`src/rtl/alu_issue_stage.sv`:
```
// alu_issue_stage
// Producer side of the ALU operand/operation interface. Decodes RV32I
// opcode/funct3/funct7 into a 4-bit ALU Operation code, selects SrcA/SrcB,
// and registers the request behind a valid/ready handshake using an output
// register plus one skid register (strict FIFO, no drop, no duplication).
//
// Optional feature macro: ALU_ISSUE_CNT_EN
//   When defined, adds cnt_issued[15:0] and cnt_illegal[15:0], which count
//   output transfers and illegal output transfers (wrapping, flush-immune).

module alu_issue_stage #(
    parameter int DATA_WIDTH    = 32,
    parameter int OPCODE_LENGTH = 4
) (
    input  logic                     clk,
    input  logic                     reset,
    input  logic                     flush,
    input  logic                     in_valid,
    output logic                     in_ready,
    input  logic [6:0]               in_opcode,
    input  logic [2:0]               in_funct3,
    input  logic [6:0]               in_funct7,
    input  logic [DATA_WIDTH-1:0]    in_rs1,
    input  logic [DATA_WIDTH-1:0]    in_rs2,
    input  logic [DATA_WIDTH-1:0]    in_imm,
    output logic                     out_valid,
    input  logic                     out_ready,
    output logic [OPCODE_LENGTH-1:0] out_op,
    output logic [DATA_WIDTH-1:0]    out_src_a,
    output logic [DATA_WIDTH-1:0]    out_src_b,
    output logic                     out_illegal
`ifdef ALU_ISSUE_CNT_EN
    ,
    output logic [15:0]              cnt_issued,
    output logic [15:0]              cnt_illegal
`endif
);

    // ALU operation encoding
    localparam logic [OPCODE_LENGTH-1:0] OP_AND     = OPCODE_LENGTH'(4'b0000);
    localparam logic [OPCODE_LENGTH-1:0] OP_OR      = OPCODE_LENGTH'(4'b0001);
    localparam logic [OPCODE_LENGTH-1:0] OP_ADD     = OPCODE_LENGTH'(4'b0010);
    localparam logic [OPCODE_LENGTH-1:0] OP_XOR     = OPCODE_LENGTH'(4'b0011);
    localparam logic [OPCODE_LENGTH-1:0] OP_SLL     = OPCODE_LENGTH'(4'b0100);
    localparam logic [OPCODE_LENGTH-1:0] OP_SRL     = OPCODE_LENGTH'(4'b0101);
    localparam logic [OPCODE_LENGTH-1:0] OP_SUB     = OPCODE_LENGTH'(4'b0110);
    localparam logic [OPCODE_LENGTH-1:0] OP_SLT     = OPCODE_LENGTH'(4'b0111);
    localparam logic [OPCODE_LENGTH-1:0] OP_EQ      = OPCODE_LENGTH'(4'b1000);
    localparam logic [OPCODE_LENGTH-1:0] OP_SRA     = OPCODE_LENGTH'(4'b1001);
    localparam logic [OPCODE_LENGTH-1:0] OP_ILLEGAL = OPCODE_LENGTH'(4'b1111);

    // RV32I major opcodes handled by this stage
    localparam logic [6:0] OPC_R      = 7'b0110011;
    localparam logic [6:0] OPC_I      = 7'b0010011;
    localparam logic [6:0] OPC_LOAD   = 7'b0000011;
    localparam logic [6:0] OPC_STORE  = 7'b0100011;
    localparam logic [6:0] OPC_BRANCH = 7'b1100011;

    localparam logic [6:0] F7_BASE = 7'h00;
    localparam logic [6:0] F7_ALT  = 7'h20;

    // Buffered entry layout: {op, src_a, src_b, illegal}
    localparam int EW = OPCODE_LENGTH + 2 * DATA_WIDTH + 1;

    logic                     dec_legal;
    logic [OPCODE_LENGTH-1:0] dec_op;
    logic [DATA_WIDTH-1:0]    dec_src_b;
    logic [DATA_WIDTH-1:0]    shamt;

    logic [OPCODE_LENGTH-1:0] ent_op;
    logic [DATA_WIDTH-1:0]    ent_src_a;
    logic [DATA_WIDTH-1:0]    ent_src_b;
    logic                     ent_illegal;
    logic [EW-1:0]            in_entry;

    logic [EW-1:0]            out_entry_reg;
    logic                     out_valid_reg;
    logic [EW-1:0]            skid_entry_reg;
    logic                     skid_valid_reg;

    logic                     accept;
    logic                     consume;
    logic                     out_free;

    // Immediate shifts only use the low five immediate bits, zero-extended
    assign shamt = {{(DATA_WIDTH-5){1'b0}}, in_imm[4:0]};

    // Instruction decode: classify the instruction and pick the ALU op and SrcB
    always_comb begin
        dec_legal = 1'b0;
        dec_op    = OP_ADD;
        dec_src_b = in_rs2;
        case (in_opcode)
            OPC_R, OPC_I: begin
                dec_src_b = (in_opcode == OPC_R) ? in_rs2 : in_imm;
                case (in_funct3)
                    3'b000: begin
                        // ADDI has no SUB variant; funct7 bits there belong to the immediate
                        if (in_opcode == OPC_I || in_funct7 == F7_BASE) begin
                            dec_legal = 1'b1;
                            dec_op    = OP_ADD;
                        end else if (in_funct7 == F7_ALT) begin
                            dec_legal = 1'b1;
                            dec_op    = OP_SUB;
                        end
                    end
                    3'b111: begin
                        dec_legal = 1'b1;
                        dec_op    = OP_AND;
                    end
                    3'b110: begin
                        dec_legal = 1'b1;
                        dec_op    = OP_OR;
                    end
                    3'b100: begin
                        dec_legal = 1'b1;
                        dec_op    = OP_XOR;
                    end
                    3'b010: begin
                        dec_legal = 1'b1;
                        dec_op    = OP_SLT;
                    end
                    3'b001: begin
                        if (in_opcode == OPC_I) begin
                            dec_src_b = shamt;
                        end
                        if (in_funct7 == F7_BASE) begin
                            dec_legal = 1'b1;
                            dec_op    = OP_SLL;
                        end
                    end
                    3'b101: begin
                        if (in_opcode == OPC_I) begin
                            dec_src_b = shamt;
                        end
                        if (in_funct7 == F7_BASE) begin
                            dec_legal = 1'b1;
                            dec_op    = OP_SRL;
                        end else if (in_funct7 == F7_ALT) begin
                            dec_legal = 1'b1;
                            dec_op    = OP_SRA;
                        end
                    end
                    default: begin
                        dec_legal = 1'b0;
                    end
                endcase
            end
            OPC_LOAD, OPC_STORE: begin
                // Address generation: rs1 + offset
                dec_legal = 1'b1;
                dec_op    = OP_ADD;
                dec_src_b = in_imm;
            end
            OPC_BRANCH: begin
                dec_src_b = in_rs2;
                case (in_funct3)
                    3'b000, 3'b001: begin
                        dec_legal = 1'b1;
                        dec_op    = OP_EQ;
                    end
                    3'b100, 3'b101: begin
                        dec_legal = 1'b1;
                        dec_op    = OP_SLT;
                    end
                    default: begin
                        dec_legal = 1'b0;
                    end
                endcase
            end
            default: begin
                dec_legal = 1'b0;
            end
        endcase
    end

    // Entry assembly: illegal instructions carry a fixed op code and zeroed sources
    always_comb begin
        ent_op      = OP_ILLEGAL;
        ent_src_a   = '0;
        ent_src_b   = '0;
        ent_illegal = 1'b1;
        if (dec_legal) begin
            ent_op      = dec_op;
            ent_src_a   = in_rs1;
            ent_src_b   = dec_src_b;
            ent_illegal = 1'b0;
        end
    end

    assign in_entry = {ent_op, ent_src_a, ent_src_b, ent_illegal};

    // Handshake qualifiers; in_ready comes straight from the skid flag register
    assign in_ready = !skid_valid_reg;
    assign accept   = in_valid && in_ready && !flush;
    assign consume  = out_valid_reg && out_ready;
    assign out_free = !out_valid_reg || out_ready;

    // Output and skid registers: the skid absorbs one entry while the output stalls
    always_ff @(posedge clk or posedge reset) begin
        if (reset) begin
            out_valid_reg  <= 1'b0;
            out_entry_reg  <= '0;
            skid_valid_reg <= 1'b0;
            skid_entry_reg <= '0;
        end else if (flush) begin
            out_valid_reg  <= 1'b0;
            skid_valid_reg <= 1'b0;
        end else if (out_free) begin
            if (skid_valid_reg) begin
                // Oldest entry lives in the skid; input is blocked while it is full
                out_entry_reg  <= skid_entry_reg;
                out_valid_reg  <= 1'b1;
                skid_valid_reg <= 1'b0;
            end else if (accept) begin
                out_entry_reg <= in_entry;
                out_valid_reg <= 1'b1;
            end else begin
                out_valid_reg <= 1'b0;
            end
        end else if (accept) begin
            skid_entry_reg <= in_entry;
            skid_valid_reg <= 1'b1;
        end
    end

    assign out_valid   = out_valid_reg;
    assign out_op      = out_entry_reg[EW-1 -: OPCODE_LENGTH];
    assign out_src_a   = out_entry_reg[1+DATA_WIDTH +: DATA_WIDTH];
    assign out_src_b   = out_entry_reg[1 +: DATA_WIDTH];
    assign out_illegal = out_entry_reg[0];

`ifdef ALU_ISSUE_CNT_EN
    logic [15:0] cnt_issued_reg;
    logic [15:0] cnt_illegal_reg;

    // Transfer counters: count every downstream handshake, wrapping naturally
    always_ff @(posedge clk or posedge reset) begin
        if (reset) begin
            cnt_issued_reg  <= 16'd0;
            cnt_illegal_reg <= 16'd0;
        end else if (consume) begin
            cnt_issued_reg <= cnt_issued_reg + 16'd1;
            if (out_entry_reg[0]) begin
                cnt_illegal_reg <= cnt_illegal_reg + 16'd1;
            end
        end
    end

    assign cnt_issued  = cnt_issued_reg;
    assign cnt_illegal = cnt_illegal_reg;
`else
    // consume only feeds the optional counters
    logic unused_consume;
    assign unused_consume = consume;
`endif

endmodule
```
`config.mk`:
```
export PLATFORM = sky130hd
export DESIGN_NAME = alu_issue_stage
export DESIGN_NICKNAME = d
export VERILOG_FILES = /design/src/rtl/alu_issue_stage.sv
export SDC_FILE = /design/constraint.sdc
export NUM_CORES = 1
export LEC_CHECK = 0
export BUFFER_PORTS_ARGS = -buffer_cell sky130_fd_sc_hd__buf_2
export CAP_MARGIN = 0
export CORE_ASPECT_RATIO = 0.8
export CORE_UTILIZATION = 37
export CTS_CLUSTER_DIAMETER = 120
export CTS_CLUSTER_SIZE = 8
export DETAILED_ROUTE_END_ITERATION = 12
export PLACE_DENSITY = 0.66
export SETUP_SLACK_MARGIN = 0.4
export SYNTH_ARGS = -nofsm -noshare
export SYNTH_HDL_FRONTEND = slang
export SYNTH_SLANG_ARGS = --single-unit
```
`constraint.sdc`:
```
create_clock -name clk -period 4.04 [get_ports clk]
set_input_delay 0.404 -clock clk [delete_from_list [all_inputs] [get_ports clk]]
set_output_delay 0.404 -clock clk [all_outputs]
set_load 0.03 [all_outputs]
```
==> results of run 1 <==
placed cells by master (no fill, tap or decap), types with 2 or more instances in the layout:
| master | n |
|---|---|
| nor2_1 | 43 |
| bufinv_16 | 3 |
| dfrtp_1 | 139 |
| clkinvlp_4 | 5 |
| o22ai_1 | 30 |
| and3_1 | 36 |
| a31oi_1 | 5 |
| or3_1 | 3 |
| mux2i_1 | 5 |
| o31ai_2 | 28 |
| a31o_2 | 2 |
| a221o_1 | 32 |
| nand2_1 | 103 |
| buf_4 | 6 |
| clkbuf_8 | 3 |
| o31ai_1 | 7 |
| buf_12 | 3 |
| buf_2 | 188 |
| nor2b_1 | 3 |
| and2_1 | 2 |
| nand2b_1 | 2 |
| o21ai_0 | 40 |
| a22oi_1 | 28 |
| nor3_1 | 3 |
| clkbuf_1 | 2 |
| or2_2 | 2 |
| clkinv_2 | 2 |
| nor4b_1 | 2 |
| clkbuf_16 | 17 |
| a21oi_1 | 40 |
power by group through the flow:
stage	clock network (mW)	logic [mW]	registers, mW
after detailed placement	0	0.480	1.55
final	1.63	0.476	1.52
after global routing	1.72	0.517	1.53
after global placement	0	0.475	1.55
after CTS	1.66	0.481	1.52
after floorplan	0	0.183	1.66
worst max path at each step:
| stage | startpoint | endpoint | slack (ns) | depth (start not counted) |
|---|---|---|---|---|
| 5_1_grt | in_opcode[2] | out_entry_reg[12] | 1.56 | 6 |
| 4_1_cts | out_valid | out_entry_reg[61] | 1.70 | 6 |
| 3_5_place_dp | in_opcode[2] | out_entry_reg[12] | 1.35 | 6 |
| 2_1_floorplan | reset | out_entry_reg[0] | 1.89 | 1 |
| 6_report | out_valid | out_entry_reg[61] | 1.70 | 6 |
| 3_3_place_gp | in_opcode[2] | out_entry_reg[12] | 1.42 | 6 |
worst max-delay path, stage by stage, from the launching register on:
cell     delay, ns
dfrtp_1       0.38
nor2b_1       0.15
or3_2         0.48
nor2_1        0.25
o21a_1        0.58
buf_12        0.25
a221o_1       0.16
area by class of cell:
class                      count  area [um^2]  area share [%]
multi-input combinational    434         2680            33.0
timing repair buffer         197         1050            12.9
clock buffer                  22          474            5.83
clock inverter                10          139            1.71
inverter                       2         11.3           0.139
sequential                   140         3500            43.1
tap                          220          275            3.39
layer usage:
metal | up-vias | wire [um] | track usage, % | share of wire [%]
li1 | 2645 | - | - | -
met1 | 2686 | 8250 | 28.2 | 46
met2 | 163 | 8340 | 31.6 | 47
met3 | 23 | 865 | 3.70 | 4.9
met4 | 0 | 314 | 7.95 | 1.8
met5 | - | 0 | 0 | 0
per-stage QoR:
step / area (um^2) / std cells / hold WS [ns]
after floorplan: 6470 / 635 / 0.442
after global routing: 8130 / 1025 / 0.212
after detailed placement: 7520 / 993 / 0.462
after global placement: 7520 / 993 / 0.453
after CTS: 8130 / 1025 / 0.190
final: 8130 / 1025 / 0.141
cell families after synthesis:
| logic type | synth area share, % |
|---|---|
| flops | 54.2 |
| mux | 0.774 |
| compound gates | 25.1 |
| buf+inv | 4.72 |
| simple gates | 15.2 |
==> impl_metrics.toml, run 1 <==
[run_status]
status = "complete, no violations"

[clock_tree]
cts_resized = 0
cts_hold_buf = 0
clock-sinks = 140
post_cts_buffers = 0
cts_buffer_depth = 2
clkTransAtPathRegs_ns = 0.07
cts-root-buf = "clkbuf_16"
cts_max_level = 4
worstSkewPairLatency_ns = 0.41
cts_buffers = 17
cts_tree = "yes"

[timing]
fin_skew_ns = 0.00981
timing.final.crit_share_pct = 57.8
hold_viol = 0
drv_slew = 0
tightest_slew_ns = 1.32
setup_ws_ns = 1.70
slew_headroom_pct = 11.5
post-route-min-period_ns = 2.34
tns_ns = 0
fmax_ghz = 0.428
rsz0062_at_grt = "false"
setup_viol = 0

[logic_synthesis]
synth_flop_cell = "dfrtp_1"
synth_warnings = 0
syn_area_um2 = 6470
ys_top_cells_by_area = "dfrtp_1 (54%), nand2_1 (6.0%), o31ai_2 (5.4%), a221o_1 (5.0%), and3_1 (3.5%)"
ys_ff_latch = 140
synth_edf_count = 0
yosys-top-cells-count = "dfrtp_1 (140), nand2_1 (104), nor2_1 (43)"
synth_nets = 753
synth_top_area_share_pct = 54.2
syn_inst = 635
yosysTopAreaCell = "dfrtp_1"
avgSynthCellArea_um2 = 10.2
yosysSeqAreaShare_pct = 54.2
synth_most_common_cell = "dfrtp_1"
synth_cell_types = 41
synthArstFlopShare_pct = 100

[critical_path]
timing.rr.start = "out_valid"
cp-start-kind = "flop"
worst-path-max-fanout = 22
crit_arrival_ns = 2.69
worstRegToRegCells = 6
crit_required_ns = 4.39
ff2ff_setup_slack_ns = 1.70
end_kind = "flop"
worstSetupPathType = "reg2reg"
r2r-end = "out_entry_reg[61]"

[grt]
grt.overflow.total = 0
grt_pass1_vias = 5438
antenna_found_initial = 0
grt_max_degree = 141
grtUsageTotal_pct = 20.4
grt_pass1_wl_mm = 28.7

[worst_hold_path]
hold_path_class = "in2async"

[pwr]
p_clk_share_pct = 44.8
p_seq_share_pct = 42.0
p_sw_mw = 0.967
p_sw_share_pct = 26.7
peakVddDrop_mv = 0.271
power.internal_mw = 2.66
pwr-share-comb_pct = 13.1
leakagePower_nw = 3.96
p_per_area_nw_per_um2 = 446
finalPower_mw = 3.63

[layout]
nFillCells = 1603
num_antenna_cells = 0
nNetsFinal = 910
finish.utilization_pct = 48.3
areaGrowthSynthToFinish_pct = 25.7
final_layout_size_suffix_gt1_share_pct = 33.4

[routing]
via_per_inst = 5.38
vias = 5517
wl_per_cell_um = 17.3
drc = 0
first_pass_iters = 4
routed_wl_mm = 17.8
drtIter0Drc = 292
ant_nets = 0

[floorplan]
initial_core_util_pct = 38.5
pin_count = 189
die_area_um2 = 18000
core_region_area_um2 = 16800
dieWidth_um = 150
rows = 42
die_h_um = 120

[place]
pre_cts_ws_ns = 1.35
dp_hpwl_mm = 10.5
io_buffer_count = 188
gp_congestion = 0.825

[flow_run]
cap_violations = 0
No activity file was read; power rests on OpenSTA's default activity.
==> run 2, diff against run 1 <==
--- a/config.mk
+++ b/config.mk
@@ -12,7 +12,7 @@
 export CTS_CLUSTER_DIAMETER = 120
 export CTS_CLUSTER_SIZE = 8
 export DETAILED_ROUTE_END_ITERATION = 12
-export PLACE_DENSITY = 0.66
+export PLACE_DENSITY = 0.63
 export SETUP_SLACK_MARGIN = 0.4
 export SYNTH_ARGS = -nofsm -noshare
 export SYNTH_HDL_FRONTEND = slang
==> constraint.sdc (replaced) <==
create_clock -name clk -period 2.45 [get_ports clk]
set_input_delay 0.245 -clock clk [delete_from_list [all_inputs] [get_ports clk]]
set_output_delay 0.245 -clock clk [all_outputs]
set_load 0.03 [all_outputs]
==> impl_metrics.toml, run 2 (same netlist as run 1, synthesis figures left out) <==
[grt]
grt_use_met2_pct = 30.9
grt_max_degree = 70
use_met3_pct = 3.62
grt.overflow.total = 0
grt_pass1_vias = 5212
grt_pass1_wl_mm = 27.8
grt-busiest-layer = "met2"
antenna_found_initial = 0
grtUsageTotal_pct = 19.9
use_met1_pct = 28.0

[pwr]
finalPower_mw = 5.81
leakagePower_nw = 4.04
power.internal_mw = 4.23
peakVddDrop_mv = 0.440
p_seq_share_pct = 43.2
p_sw_share_pct = 27.2
pwr-share-comb_pct = 13.8
p_clk_share_pct = 43.0
p_sw_mw = 1.58
p_per_area_nw_per_um2 = 705

[timing]
hold_viol = 0
fin_skew_ns = 0.00718
setup_viol = 0
fmax_ghz = 0.509
drv_slew = 0
setup_ws_ns = 0.485
tightest_slew_ns = 1.03
tns_ns = 0
rsz0062_at_grt = "true"
slew_headroom_pct = 31.0
timing.final.crit_share_pct = 80.2
post-route-min-period_ns = 1.97

[critical_path]
cp-start-kind = "flop"
worstSetupPathType = "reg2reg"
worst-path-max-fanout = 32
crit_arrival_ns = 2.32
crit_required_ns = 2.80
end_kind = "flop"
cp_top_family = "simple AND/OR/NAND/NOR gates"
max_stage_delay_ns = 0.50
cp_cell_sequence = "nor2b_1, or3_2, nor2_1, o21a_1, buf_12, a221o_1"
path_buf_inv = 1
cp_slowest_cell = "or3_2"

[routing]
wl_per_cell_um = 16.7
vias = 5448
via_per_inst = 5.22
ant_nets = 0
routed_wl_mm = 17.4
drc = 0
drtIter0Drc = 308
first_pass_iters = 5

[layout]
multi_input_area_um2 = 2690
final_common_cell = "buf_2"
final_cell_mix = "buf_2 (188), dfrtp_1 (139), nand2_1 (103), nor2_1 (43)"
areaGrowthSynthToFinish_pct = 27.6
num_antenna_cells = 0
final_layout_size_suffix_gt1_share_pct = 35.0
final_cells = 1044
nNetsFinal = 930
nFillCells = 1593
regArea_um2 = 3500

[floorplan]
initial_core_util_pct = 38.5
pin_count = 189
dieWidth_um = 150
core_region_area_um2 = 16800
rows = 42
die_area_um2 = 18000
die_h_um = 120

[place]
pre_cts_ws_ns = -0.117
gp_congestion = 0.818
place_inst = 1011
dp_hpwl_mm = 11.1
io_buffer_count = 188

[clock_tree]
clkTransAtPathRegs_ns = 0.06
cts_buffer_depth = 2
cts_max_level = 4
clock-sinks = 140
cts_tree = "yes"
cts_buffers = 17
worstSkewPairLatency_ns = 0.41
cts-root-buf = "clkbuf_16"

[run_status]
status = "complete, no violations"

[worst_hold_path]
hold_path_class = "in2reg"

[flow_run]
cap_violations = 0
-- run 2: path summary, 6_finish.rpt --
path / from / to / slack [ns] / cells after the start
worst min-delay path: flush / out_valid / 0.06 / 2
worst min register to register: skid_entry_reg[52] / skid_entry_reg[52] / 0.47 / 2
worst max-delay path: out_valid / out_entry_reg[50] / 0.48 / 6
min in group asynchronous: reset / out_entry_reg[44] / 0.33 / 3
worst max register to register: out_valid / out_entry_reg[50] / 0.48 / 6
max in group asynchronous: reset / out_entry_reg[2] / 1.49 / 4
-- run 2: through the flow --
step / cell area, um^2 / util (%) / hold slack, ns
4_1_cts: 8240 / 49.0 / 0.0260
3_5_place_dp: 7650 / 45.5 / 0.214
2_1_floorplan: 6470 / - / 0.308
6_report: 8250 / 49.0 / 0.0585
5_1_grt: 8250 / 49.0 / 0.0480
3_3_place_gp: 7650 / 45.5 / 0.211
-- run 2: worst register-to-register path: cells and delay by family (launching register included) --
kind                   cells  cell delay, ns
AO/OA/AOI/OAI              2            0.47
flip-flops                 1            0.38
buffers and inverters      1            0.22
AND/OR/NAND/NOR            3            0.84
-- run 2: power groups by stage --
| stage | logic (mW) | registers, mW | clock network [mW] |
|---|---|---|---|
| 6_report | 0.802 | 2.51 | 2.50 |
| 5_1_grt | 0.873 | 2.52 | 2.66 |
| 4_1_cts | 0.811 | 2.51 | 2.56 |
| 3_5_place_dp | 0.805 | 2.55 | 0 |
| 3_3_place_gp | 0.802 | 2.55 | 0 |
| 2_1_floorplan | 0.301 | 2.74 | 0 |
-- run 2: routing by layer --
metal  part of all wire (%)  up-vias
li1                       -     2681
met1                     49     2635
met4                    1.3        0
met3                    3.6       15
met5                      0        -
met2                     46      117
-- run 2: repair_timing --
| item | in CTS | in global routing |
|---|---|---|
| hold buffers | 1 | 0 |
| setup endpoints to repair | 34 | 6 |
| hold endpoints to repair | 9 | 0 |
| buffers inserted | 0 | 0 |
| cloned | 1 | 0 |
| pin swaps | 1 | 0 |
| gates resized for setup | 1 | 3 |
-- run 2: final cells by class --
| class | instances | share of cell area, % |
|---|---|---|
| Sequential cell | 140 | 42.5 |
| Multi-Input combinational cell | 435 | 32.6 |
| Timing Repair Buffer | 216 | 14.5 |
| Clock buffer | 20 | 5.42 |
| Tap cell | 220 | 3.34 |
| Clock inverter | 11 | 1.46 |
| Inverter | 2 | 0.137 |
